$ cat config.mk
export PLATFORM = sky130hd
export DESIGN_NAME = uart_rx_tx
export DESIGN_NICKNAME = d
export VERILOG_FILES = /design/src/rtl/uart_pkg.sv /design/src/rtl/uart_bit_timer.sv /design/src/rtl/uart_rx_tx.sv
export SDC_FILE = /design/constraint.sdc
export NUM_CORES = 1
export LEC_CHECK = 0
export CAP_MARGIN = 25
export CORE_MARGIN = 2
export CORE_UTILIZATION = 46
export DETAILED_ROUTE_END_ITERATION = 8
export GPL_TIMING_DRIVEN = 0
export MAX_ROUTING_LAYER = met4
export PLACE_DENSITY = 0.73
export SLEW_MARGIN = 10
export SYNTH_ARGS = -nofsm -noshare
export SYNTH_HDL_FRONTEND = slang
export SYNTH_SLANG_ARGS = --single-unit
$ cat constraint.sdc
create_clock -name clk -period 3.4 [get_ports clk]
set_input_delay 0.68 -clock clk [delete_from_list [all_inputs] [get_ports clk]]
set_output_delay 0.68 -clock clk [all_outputs]
set_load 0.02 [all_outputs]
$ cat src/rtl/uart_pkg.sv
// Shared types and constants for the uart_rx_tx block: FSM state encoding,
// data width and the minimum bit period.
package uart_pkg;

  typedef enum logic [1:0] {
    IDLE  = 2'd0,
    START = 2'd1,
    DATA  = 2'd2,
    STOP  = 2'd3
  } uart_state_t;

  localparam int          UART_DATA_W     = 8;
  localparam logic [31:0] UART_MIN_PERIOD = 32'd2;

  function automatic logic [31:0] clamp_period(input logic [31:0] p);
    return (p < UART_MIN_PERIOD) ? UART_MIN_PERIOD : p;
  endfunction

endpackage

$ cat src/rtl/uart_bit_timer.sv
// Loadable 32-bit down-counter. tick is high in the cycle the count reaches 1,
// so a load of N produces a tick N cycles after the loading edge.
module uart_bit_timer (
  input  logic        clk,
  input  logic        rst,
  input  logic        load,
  input  logic [31:0] load_val,
  output logic        tick
);

  logic [31:0] count;

  always_ff @(posedge clk) begin
    if (rst)
      count <= 32'd0;
    else if (load)
      count <= load_val;
    else if (count != 32'd0)
      count <= count - 32'd1;
  end

  assign tick = (count == 32'd1);

endmodule

$ cat src/rtl/uart_rx_tx.sv
// Full-duplex 8N1 UART: independent receive and transmit FSMs, runtime bit period.
// Optional macro UART_FRAME_CHECK_EN discards frames whose stop bit samples as 0.
module uart_rx_tx
  import uart_pkg::*;
(
  input  logic                   clk,
  input  logic                   rst,
  input  logic [31:0]            period,
  input  logic                   rx,
  output logic                   out_sync,
  output logic [UART_DATA_W-1:0] out_data,
  output logic                   tx,
  input  logic                   in_sync,
  input  logic [UART_DATA_W-1:0] in_data,
  output logic                   tx_busy,
  output logic [1:0]             rx_state_dbg,
  output logic [1:0]             tx_state_dbg
);

  // Strobe handshake: out_sync / in_sync are single-cycle pulses with the data
  // valid in the same cycle; in_sync is dropped (not queued) while tx_busy is high.

  uart_state_t rx_state, tx_state;
  logic [31:0] period_c, rx_p, tx_p;
  logic        rx_s1, rx_s, rx_prev, rx_fall;
  logic        rx_load, rx_tick, tx_load, tx_tick;
  logic [31:0] rx_load_val, tx_load_val;
  logic [2:0]  rx_bit, tx_bit;
  logic [UART_DATA_W-1:0] rx_shift, tx_shift;

  assign period_c     = clamp_period(period);
  assign rx_fall      = rx_prev & ~rx_s;
  assign rx_state_dbg = rx_state;
  assign tx_state_dbg = tx_state;

  always_ff @(posedge clk) begin
    if (rst)
      {rx_prev, rx_s, rx_s1} <= 3'b111;
    else
      {rx_prev, rx_s, rx_s1} <= {rx_s, rx_s1, rx};
  end

  // Receiver timer starts with a half period so every later tick lands mid-bit.
  assign rx_load     = (rx_state == IDLE) ? rx_fall : rx_tick;
  assign rx_load_val = (rx_state == IDLE) ? {1'b0, period_c[31:1]} : rx_p;

  uart_bit_timer u_rx_timer (
    .clk      (clk),
    .rst      (rst),
    .load     (rx_load),
    .load_val (rx_load_val),
    .tick     (rx_tick)
  );

  always_ff @(posedge clk) begin
    if (rst) begin
      rx_state <= IDLE;
      rx_p     <= UART_MIN_PERIOD;
      rx_bit   <= 3'd0;
      rx_shift <= '0;
      out_data <= '0;
      out_sync <= 1'b0;
    end else begin
      out_sync <= 1'b0;
      case (rx_state)
        IDLE: if (rx_fall) begin
          rx_p     <= period_c;
          rx_state <= START;
        end
        START: if (rx_tick) begin
          rx_bit   <= 3'd0;
          rx_state <= rx_s ? IDLE : DATA;
        end
        DATA: if (rx_tick) begin
          rx_shift <= {rx_s, rx_shift[UART_DATA_W-1:1]};
          rx_bit   <= rx_bit + 3'd1;
          if (rx_bit == 3'd7)
            rx_state <= STOP;
        end
        STOP: if (rx_tick) begin
`ifdef UART_FRAME_CHECK_EN
          if (rx_s) begin
            out_data <= rx_shift;
            out_sync <= 1'b1;
          end
`else
          out_data <= rx_shift;
          out_sync <= 1'b1;
`endif
          rx_state <= IDLE;
        end
        default: rx_state <= IDLE;
      endcase
    end
  end

  assign tx_load     = (tx_state == IDLE) ? in_sync : tx_tick;
  assign tx_load_val = (tx_state == IDLE) ? period_c : tx_p;

  uart_bit_timer u_tx_timer (
    .clk      (clk),
    .rst      (rst),
    .load     (tx_load),
    .load_val (tx_load_val),
    .tick     (tx_tick)
  );

  always_ff @(posedge clk) begin
    if (rst) begin
      tx_state <= IDLE;
      tx_p     <= UART_MIN_PERIOD;
      tx_bit   <= 3'd0;
      tx_shift <= '0;
      tx       <= 1'b1;
      tx_busy  <= 1'b0;
    end else begin
      case (tx_state)
        IDLE: if (in_sync) begin
          tx_shift <= in_data;
          tx_p     <= period_c;
          tx       <= 1'b0;
          tx_busy  <= 1'b1;
          tx_state <= START;
        end
        START: if (tx_tick) begin
          tx       <= tx_shift[0];
          tx_shift <= {1'b0, tx_shift[UART_DATA_W-1:1]};
          tx_bit   <= 3'd0;
          tx_state <= DATA;
        end
        DATA: if (tx_tick) begin
          if (tx_bit == 3'd7) begin
            tx       <= 1'b1;
            tx_state <= STOP;
          end else begin
            tx       <= tx_shift[0];
            tx_shift <= {1'b0, tx_shift[UART_DATA_W-1:1]};
            tx_bit   <= tx_bit + 3'd1;
          end
        end
        STOP: if (tx_tick) begin
          tx_busy  <= 1'b0;
          tx_state <= IDLE;
        end
        default: tx_state <= IDLE;
      endcase
    end
  end

endmodule

**Word level (Yosys, flattened, before mapping)**

Index checks and enable logic that the tools add are counted.

- Register bits: 168
- Logic and storage cells: 111

- Add/sub/neg operators: 4
- Magnitude comparators: 1
- Equality and inequality tests: 21
- Mux-type cells: 43
- Bitwise logic cells: 3
- Reduce and logical (&&, ||, !) cells: 22

Operators with widths:

| operator | count |
|---|---|
| 32-bit two-way mux | 7 |
| 32-bit by 1-bit == test with 1-bit output (second input constant) | 2 |
| 32-bit nonzero test | 2 |
| 32-bit by 1-bit subtractor with 32-bit output (second input constant) | 2 |
| 32-bit by 2-bit less-than comparator with 1-bit output (second input constant) | 1 |
| 8-bit two-way mux | 4 |
| 8-bit case mux with 3 select lines | 1 |
| 2-bit two-way mux | 11 |
| 2-bit inequality test (second input constant) | 11 |
| 2-bit case mux with 4 select lines | 2 |
| 3-bit two-way mux | 5 |
| 5-bit AND reduction | 3 |
| 3-bit case mux with 2 select lines | 2 |
| 2-bit nonzero test | 5 |
| 1-bit two-way mux | 9 |
| 2-bit == test (second input constant) | 4 |
| 2-bit AND reduction | 4 |
| 4-bit AND reduction | 2 |
| 3-bit by 1-bit adder with 3-bit output (second input constant) | 2 |
| 3-bit == test (second input constant) | 2 |
| 3-bit AND reduction | 2 |
| 2-bit by 1-bit == test with 1-bit output (second input constant) | 2 |
| 2-bit zero test | 2 |
| 1-bit case mux with 3 select lines | 1 |
| other kinds (5) | 6 |

**Logic depth before layout (Yosys ltp)**

Gate-level depths: netlist of the first run.

- Depth in word-level cells: 4
- Mapped depth: 10
- Depth with buffers taken out: 8

**Hierarchy**

A second synthesis of the first run with hierarchy kept.

- Cells, all modules: 1002
- Area total of the unflattened synthesis: 8563.2 um^2

By module, submodules not included:

| module | times used | cells each | area each (um^2) | sequential area each (um^2) |
|---|---|---|---|---|
| uart_rx_tx | 1 | 570 | 4794.6 | 2082.0 |
| uart_bit_timer | 2 | 216 | 1884.3 | 640.6 |

**Worst setup path before layout of the first run**

Ideal clock, no wire load.

- Path type: reg2reg
- Start point: register u_rx_timer.count[21]
- End point: register rx_bit[0]
- Setup time: 0.058 ns
- Arrival: 2.788 ns
- Data required time: 3.342 ns
- Slack: 0.554 ns
- Cell stages (with the launch flop): 10
- Path buffers: 3
- Clock period less this slack: 2.846 ns
- Cell sequence: dfxtp_1 or4_4 or3_1 buf_2 or4_4 buf_6 or4_4 buf_6 nor2_8 mux2_2

- Word-level cells in the longest chain between the ends: 3

RTL lines:

| item | line | RTL |
|---|---|---|
| from (decl) | uart_bit_timer.sv:11 | `logic [31:0] count;` |
| from (signal assigned) | uart_bit_timer.sv:17 | `count <= load_val;` |
| from (signal assigned) | uart_bit_timer.sv:19 | `count <= count - 32'd1;` |
| 32-bit by 1-bit == test with 1-bit output * | uart_bit_timer.sv:22 | `assign tick = (count == 32'd1);` |
| 2-bit inequality test (no line) | - |  |
| 3-bit AND reduction (no line) * | - |  |
| to (signal assigned) | uart_rx_tx.sv:76 | `rx_bit <= rx_bit + 3'd1;` |
| to (decl) | uart_rx_tx.sv:28 | `logic [2:0] rx_bit, tx_bit;` |

Every way passes the cells marked *; elsewhere a longest branch is shown, timed or not.
A chain may end at the register's enable or synchronous reset.

**Final worst setup path of the first run**

- Start point: register u_tx_timer.count[1]
- End point: register u_tx_timer.count[30]

- Word-level cells in the longest chain between the ends: 3

RTL lines:

| item | line |
|---|---|
| from (decl) | uart_bit_timer.sv:11 |
| from (signal assigned) | uart_bit_timer.sv:17 |
| from (signal assigned) | uart_bit_timer.sv:19 |
| 32-bit by 1-bit subtractor with 32-bit output or 32-bit by 1-bit == test with 1-bit output (tied branches) | uart_bit_timer.sv:19, uart_bit_timer.sv:22 |
| 32-bit two-way mux or 1-bit two-way mux (tied branches) | uart_bit_timer.sv:18, uart_rx_tx.sv:97 |
| 32-bit two-way mux or 2-bit nonzero test (tied branches) | - |

Several ways; a longest one is shown, not always the timed one. The select of a mux whose other input is x is not followed.

==> reports/results.tsv, run 1 <==
stage	metric	value	unit
outcome	status	finished clean	
finish	Final nets	1118	
logic_synthesis	Post-synth ARST share	0	%
global_routing	pin count of the biggest net entering global routing	17	
global_routing	vias in the first global route	7137	
placement	DPL Wire Length	16.5	mm
sta	fmax	314	MHz
logic_synthesis	Post-Synthesis Cells	983	
logic_synthesis	sequential-to-total area share from yosys stat	40.9	%
cts	Post-CTS Hold Buffers	0	
setup_path	CP max stage cell	or4b_2	
finish	layout cells sized above 1	6.61	%
logic_synthesis	post-synthesis xor/xnor area fraction	5.54	%
cts	clock latency on the worst-skew pair	0.44	ns
power_and_ir_drop	Pleak	0.00378	uW
logic_synthesis	largest area contributor in the netlist	dfxtp_1	
sta	part of the cycle the worst path needs	93.7	%
sta	Slew @ Worst Pin	0.992	ns
setup_path	CP arrival	3.49	ns
sta	Slew Limit Headroom	33.2	%
logic_synthesis	ranking of synthesized cells by area	dfxtp_1 41%, mux2i_1 7.8%, nand2_1 7.6%	
logic_synthesis	Synth Area in Compound Gates	15.6	%
logic_synthesis	top cells by count, synth	168 x dfxtp_1, 167 x nand2_1, 85 x a21oi_1, 85 x nor2_1, 65 x a211oi_1	
logic_synthesis	yosys warns	0	
die	Die H	138	um
logic_synthesis	top-count cell post-synth	dfxtp_1	
setup_path	Most common cell on crit path	a211oi_1	
setup_path	Req. time, crit path	3.70	ns
die	Total Die Area	18900	um^2
drt	# DRC	0	
setup_path	Worst Setup Path Type	reg -> reg	
drt	DRT Pass-1 Iters	7	
logic_synthesis	Synth Flop Type	dfxtp_1	
die	Die Wd	138	um
finish	synthesis-to-layout area growth	18.5	%
drt	routed vias/inst	5.77	
placement	GPL Wtd Cong	0.893	
global_routing	total congestion overflow	0	
drt	routed vias	7497	
global_routing	first-pass GRT wire length	37.2	mm
logic_synthesis	Post-synth EDFFs	0	
power_and_ir_drop	pwr dens	796	nW/um^2
cts	CTS tree	built	
hold_path	Hold/Removal Path Class	reg -> reg	
sta	Slew Viols, Final	0	
sta	Max Clock Skew	0.00764	ns
power_and_ir_drop	Peak VDD IR	448	uV
setup_path	CP bufs+invs	2	
die	row count	48	
cts	H-tree levels	4	
logic_synthesis	main combinational cell family by area after synthesis	simple AND/OR/NAND/NOR gates	
logic_synthesis	Cell Area, Synth	8220	um^2
cts	Sink Count	168	
drt	drt wl/cell	17.8	um
cts	CTS Buffer Depth	2	
logic_synthesis	Adder-Cell Fraction of Synth Area	1.98	%
die	Initial Util	47.3	%
die	Ports	59	
setup_path	worst-path cell chain	inv_1 -> ha_1 -> or4b_2 -> nor4_4 -> a21oi_1 -> clkbuf_1 -> a211oi_1 -> a211oi_1	
setup_path	startpoint types	flip-flop	
drt	wirelength, routed	23.1	mm
global_routing	initial antenna violation count	0	
logic_synthesis	synth unique cells	59	
sta	unrepaired setup endpoints after global routing	no	
sta	Hold Violations, Final	0	
cts	clock buffers created by TritonCTS	17	
sta	hold_ws	0.429	ns
setup_path	crit path capture type	flip-flop	
logic_synthesis	post-synth top area share	40.9	%
global_routing	GRT Total Usage	26.0	%
logic_synthesis	Synth Area in Simple Gates	24.3	%
power_and_ir_drop	Total Power	7750	uW
logic_synthesis	synthesized area per cell	8.36	um^2
setup_path	Max stage delay on crit path	0.67	ns
logic_synthesis	syn_nets	1040	
cts	CTS Root Cell	clkbuf_16	
sta	final setup vio count	0	
die	core box area	17400	um^2
placement	port bufs	57	
drt	antenna-violating nets left	0	
setup_path	critical-path maximum fanout	10	
setup_path	CP delay by family, top	simple AND/OR/NAND/NOR gates	
sta	min Tclk post-route	3.18	ns
cts	setup bufs post-CTS	0	
finish	ANT cells	0	
drt	Initial DRC Count	708	
run	max cap viols	0	
logic_synthesis	post-synthesis mux area share	7.93	%
cts	clk slew on worst S/H paths	0.07	ns
logic_synthesis	flip-flop and latch count after synthesis	168	
==> report_power, final <==
group	switching, uW	internal (uW)	total [uW]
Sequential	388	2360	2750
Combinational	1800	1150	2960
Clock	856	1180	2040
Total	3050	4700	7750
==> cell type report <==
class	instances	area, um^2
Clock inverter	13	170
Fill cell	1563	7620
Tap cell	225	282
Sequential cell	168	3360
Inverter	13	48.8
Clock buffer	19	443
Multi-Input combinational cell	739	4590
Timing Repair Buffer	59	581
Buffer	63	259
==> flip-flops by register name (all words and copies together) (netlist names), 2 cells and up, named ones only <==
name	count
rx_p	32
tx_p	32
u_rx_timer.count	32
u_tx_timer.count	32
out_data	8
rx_shift	8
tx_shift	8
rx_bit	3
tx_bit	3
tx_state_dbg	2
==> what timing repair did <==
action	4_1_cts	5_1_grt
resized for setup	2	4
pin swaps	0	0
endpoints found under the hold margin	0	0
setup endpoints to repair	8	31
==> through the flow <==
stage | setup slack [ns] | instance area, um^2 | instances | TNS (ns) | util (%)
2_1_floorplan | 0.554 | 8220 | 983 | 0 | -
6_report | 0.215 | 9740 | 1299 | 0 | 56.1
3_5_place_dp | -0.351 | 9080 | 1266 | -0.996 | 52.3
5_1_grt | 0.0157 | 9740 | 1299 | 0 | 56.1
4_1_cts | 0.0136 | 9710 | 1298 | 0 | 55.9
3_3_place_gp | -0.408 | 9070 | 1265 | -1.40 | 52.2
==> cell usage in the layout, fill, tap and decap left out, drive strengths merged, types with 16 or more instances in the layout <==
master and count:
nor3 36, xnor2 16, nand2 167, dfxtp 168, mux2i 64, nor2 86, a211oi 65, inv 16
nor4 43, clkdlybuf4s50 57, clkbuf 75, a21oi 85, xor2 36
==> cells by family after synthesis <==
kind of cell	after synthesis
compound gates	199
xor+xnor	52
fa+ha+maj	13
buf+inv	76
flops	168
mux	65
simple gates	410
==> final timing paths <==
| check | from | to | slack (ns) | cells past startpoint |
|---|---|---|---|---|
| worst max register to register | u_tx_timer.count[1] | u_tx_timer.count[30] | 0.22 | 8 |
| worst max-delay path | u_tx_timer.count[1] | u_tx_timer.count[30] | 0.22 | 8 |
| worst min-delay path | rx_s1 | rx_s | 0.43 | 1 |
| worst min register to register | rx_s1 | rx_s | 0.43 | 1 |
==> routing by layer <==
layer	global-route usage, %	share of wire (%)	up-vias
met2	43.3	49	210
met5	-	0	-
met1	32.3	44	3587
met4	6.82	1.7	0
met3	4.97	5.5	36
li1	-	-	3664
No activity file was read; power rests on OpenSTA's default activity.
==> run 2: changes to the inputs <==
--- a/config.mk
+++ b/config.mk
@@ -6,13 +6,12 @@
 export NUM_CORES = 1
 export LEC_CHECK = 0
 export CAP_MARGIN = 25
-export CORE_MARGIN = 2
+export CORE_MARGIN = 5
 export CORE_UTILIZATION = 46
 export DETAILED_ROUTE_END_ITERATION = 8
 export GPL_TIMING_DRIVEN = 0
 export MAX_ROUTING_LAYER = met4
 export PLACE_DENSITY = 0.73
-export SLEW_MARGIN = 10
 export SYNTH_ARGS = -nofsm -noshare
 export SYNTH_HDL_FRONTEND = slang
 export SYNTH_SLANG_ARGS = --single-unit
==> constraint.sdc (replaced) <==
create_clock -name clk -period 4.1 [get_ports clk]
set_input_delay 0.82 -clock clk [delete_from_list [all_inputs] [get_ports clk]]
set_output_delay 0.82 -clock clk [all_outputs]
set_load 0.02 [all_outputs]
==> reports/results.tsv, run 2 (synthesis results as in run 1) <==
stage	metric	value	unit	change
drt	routed vias	7405		-1.2%
die	Ports	59		unchanged
sta	unrepaired setup endpoints after global routing	no		
global_routing	initial antenna violation count	0		unchanged
sta	Total Neg Setup Slack	0	ns	unchanged
finish	highest-count cells in the layout ignoring fill and taps	168 x dfxtp_1, 167 x nand2_1, 85 x nor2_1, 85 x a21oi_1, 65 x a211oi_1		
finish	layout cells sized above 1	6.06	%	-0.55 points
sta	Slew Viols, Final	0		unchanged
sta	min Tclk post-route	3.41	ns	+0.225 ns
cts	clk slew on worst S/H paths	0.07	ns	about the same
die	Total Die Area	20600	um^2	+8.9%
sta	Slew Limit Headroom	31.5	%	-1.8 points
cts	CTS Buffer Depth	2		unchanged
power_and_ir_drop	Pleak	0.00377	uW	-0.24%
global_routing	vias in the first global route	7035		-1.4%
setup_path	Worst Setup Path Type	reg -> reg		
finish	synthesis-to-layout area growth	18.4	%	about the same
drt	routed vias/inst	5.70		-1.2%
die	Die Wd	144	um	+4.4%
global_routing	total congestion overflow	0		unchanged
placement	GPL Wtd Cong	0.917		+2.7%
cts	setup bufs post-CTS	0		unchanged
sta	final setup vio count	0		unchanged
drt	DRT Pass-1 Iters	5		-2
cts	Post-CTS Hold Buffers	0		unchanged
setup_path	startpoint types	flip-flop		
placement	pre-CTS WS	0.452	ns	+0.803 ns
finish	final instance area	9730	um^2	about the same
global_routing	pin count of the biggest net entering global routing	17		unchanged
global_routing	GRT Total Usage	23.2	%	-2.8 points
drt	wirelength, routed	22.7	mm	-1.7%
sta	fmax	293	MHz	-6.6%
cts	Sink Count	168		unchanged
finish	most common cell after layout, fill and taps aside	dfxtp_1		
run	max cap viols	0		unchanged
finish	ANT cells	0		unchanged
finish	Finished Layout Cells	1298		-0.077%
setup_path	CP arrival	3.74	ns	+0.25 ns
placement	DPL Wire Length	16.4	mm	-0.72%
setup_path	Worst R2R Path Depth	7		-1
placement	Post-DP Area	9070	um^2	about the same
sta	Hold Violations, Final	0		unchanged
die	Die H	144	um	+4.4%
sta	Slew @ Worst Pin	1.02	ns	+0.0264 ns
sta	Max Clock Skew	0.00736	ns	-0.000276 ns
global_routing	first-pass GRT wire length	37.0	mm	-0.67%
drt	# DRC	0		unchanged
drt	Initial DRC Count	613		-13%
placement	port bufs	57		unchanged
die	row count	48		unchanged
power_and_ir_drop	pwr dens	661	nW/um^2	-17%
die	core box area	17400	um^2	+0.35%
cts	CTS tree	built		
drt	drt wl/cell	17.5	um	-1.6%
cts	CTS Root Cell	clkbuf_16		
finish	Final nets	1117		-0.089%
placement	number of placed instances, taps included	1265		-0.079%
power_and_ir_drop	Total Power	6440	uW	-17%
cts	clock buffers created by TritonCTS	17		unchanged
hold_path	Hold/Removal Path Class	reg -> reg		
outcome	status	finished clean		
sta	part of the cycle the worst path needs	83.2	%	-11 points
setup_path	crit path capture type	flip-flop		
drt	antenna-violating nets left	0		unchanged
setup_path	critical-path maximum fanout	10		unchanged
cts	clock latency on the worst-skew pair	0.44	ns	about the same
setup_path	Req. time, crit path	4.43	ns	+0.73 ns
die	Initial Util	47.2	%	-0.16 points
cts	H-tree levels	4		unchanged
hold_path	Hold Crit Depth	1		unchanged
sta	Setup WS post-layout	0.690	ns	+0.475 ns
power_and_ir_drop	Peak VDD IR	392	uV	-13%
cts	# resized after CTS	0		-2
## run 2: layout make-up
class                      instances  area, um^2
tap                              225         282
buffer                            63         259
fill                            1610        7680
multi-input combinational        739        4550
clock buffer                      18         429
clock inverter                    14         223
inverter                          13        48.8
timing repair buffer              58         576
sequential                       168        3360
## run 2: routing by layer
metal / routed length [um] / up-vias / track usage, %
met1: 9990 / 3470 / 30.1
met2: 11000 / 230 / 37.6
met5: 0 / - / -
met3: 1220 / 35 / 3.23
met4: 437 / 0 / 7.38
li1: - / 3670 / -
## run 2: metrics by stage
step                      util [%]  hold slack (ns)
after floorplan                  -            0.389
after global placement        52.1            0.400
after detailed placement      52.1            0.401
after CTS                     55.8            0.425
after global routing          55.9            0.435
final                         55.9            0.419
## run 2: power breakdown
part	internal [uW]	total (uW)	switching, uW	leakage (uW)
clock	1090	1780	699	0.000299
sequential	1960	2260	301	0.00138
combinational	938	2390	1450	0.00209
total	3990	6440	2450	0.00377
## run 2: worst paths after layout
path                                      startpoint                   end  slack [ns]
worst max-delay path            u_tx_timer.count[16]  u_tx_timer.count[28]        0.69
worst min-delay path                           rx_s1                  rx_s        0.42
worst max register to register  u_tx_timer.count[16]  u_tx_timer.count[28]        0.69
worst min register to register                 rx_s1                  rx_s        0.42
## run 2: critical path: stages (launching register included)
cell and delay [ns]:
dfxtp_1 0.36, nor4_1 0.87, nand3_1 0.19, or4_1 0.50
o21ai_1 0.50, clkbuf_1 0.45, nor2_1 0.14, a211oi_1 0.29
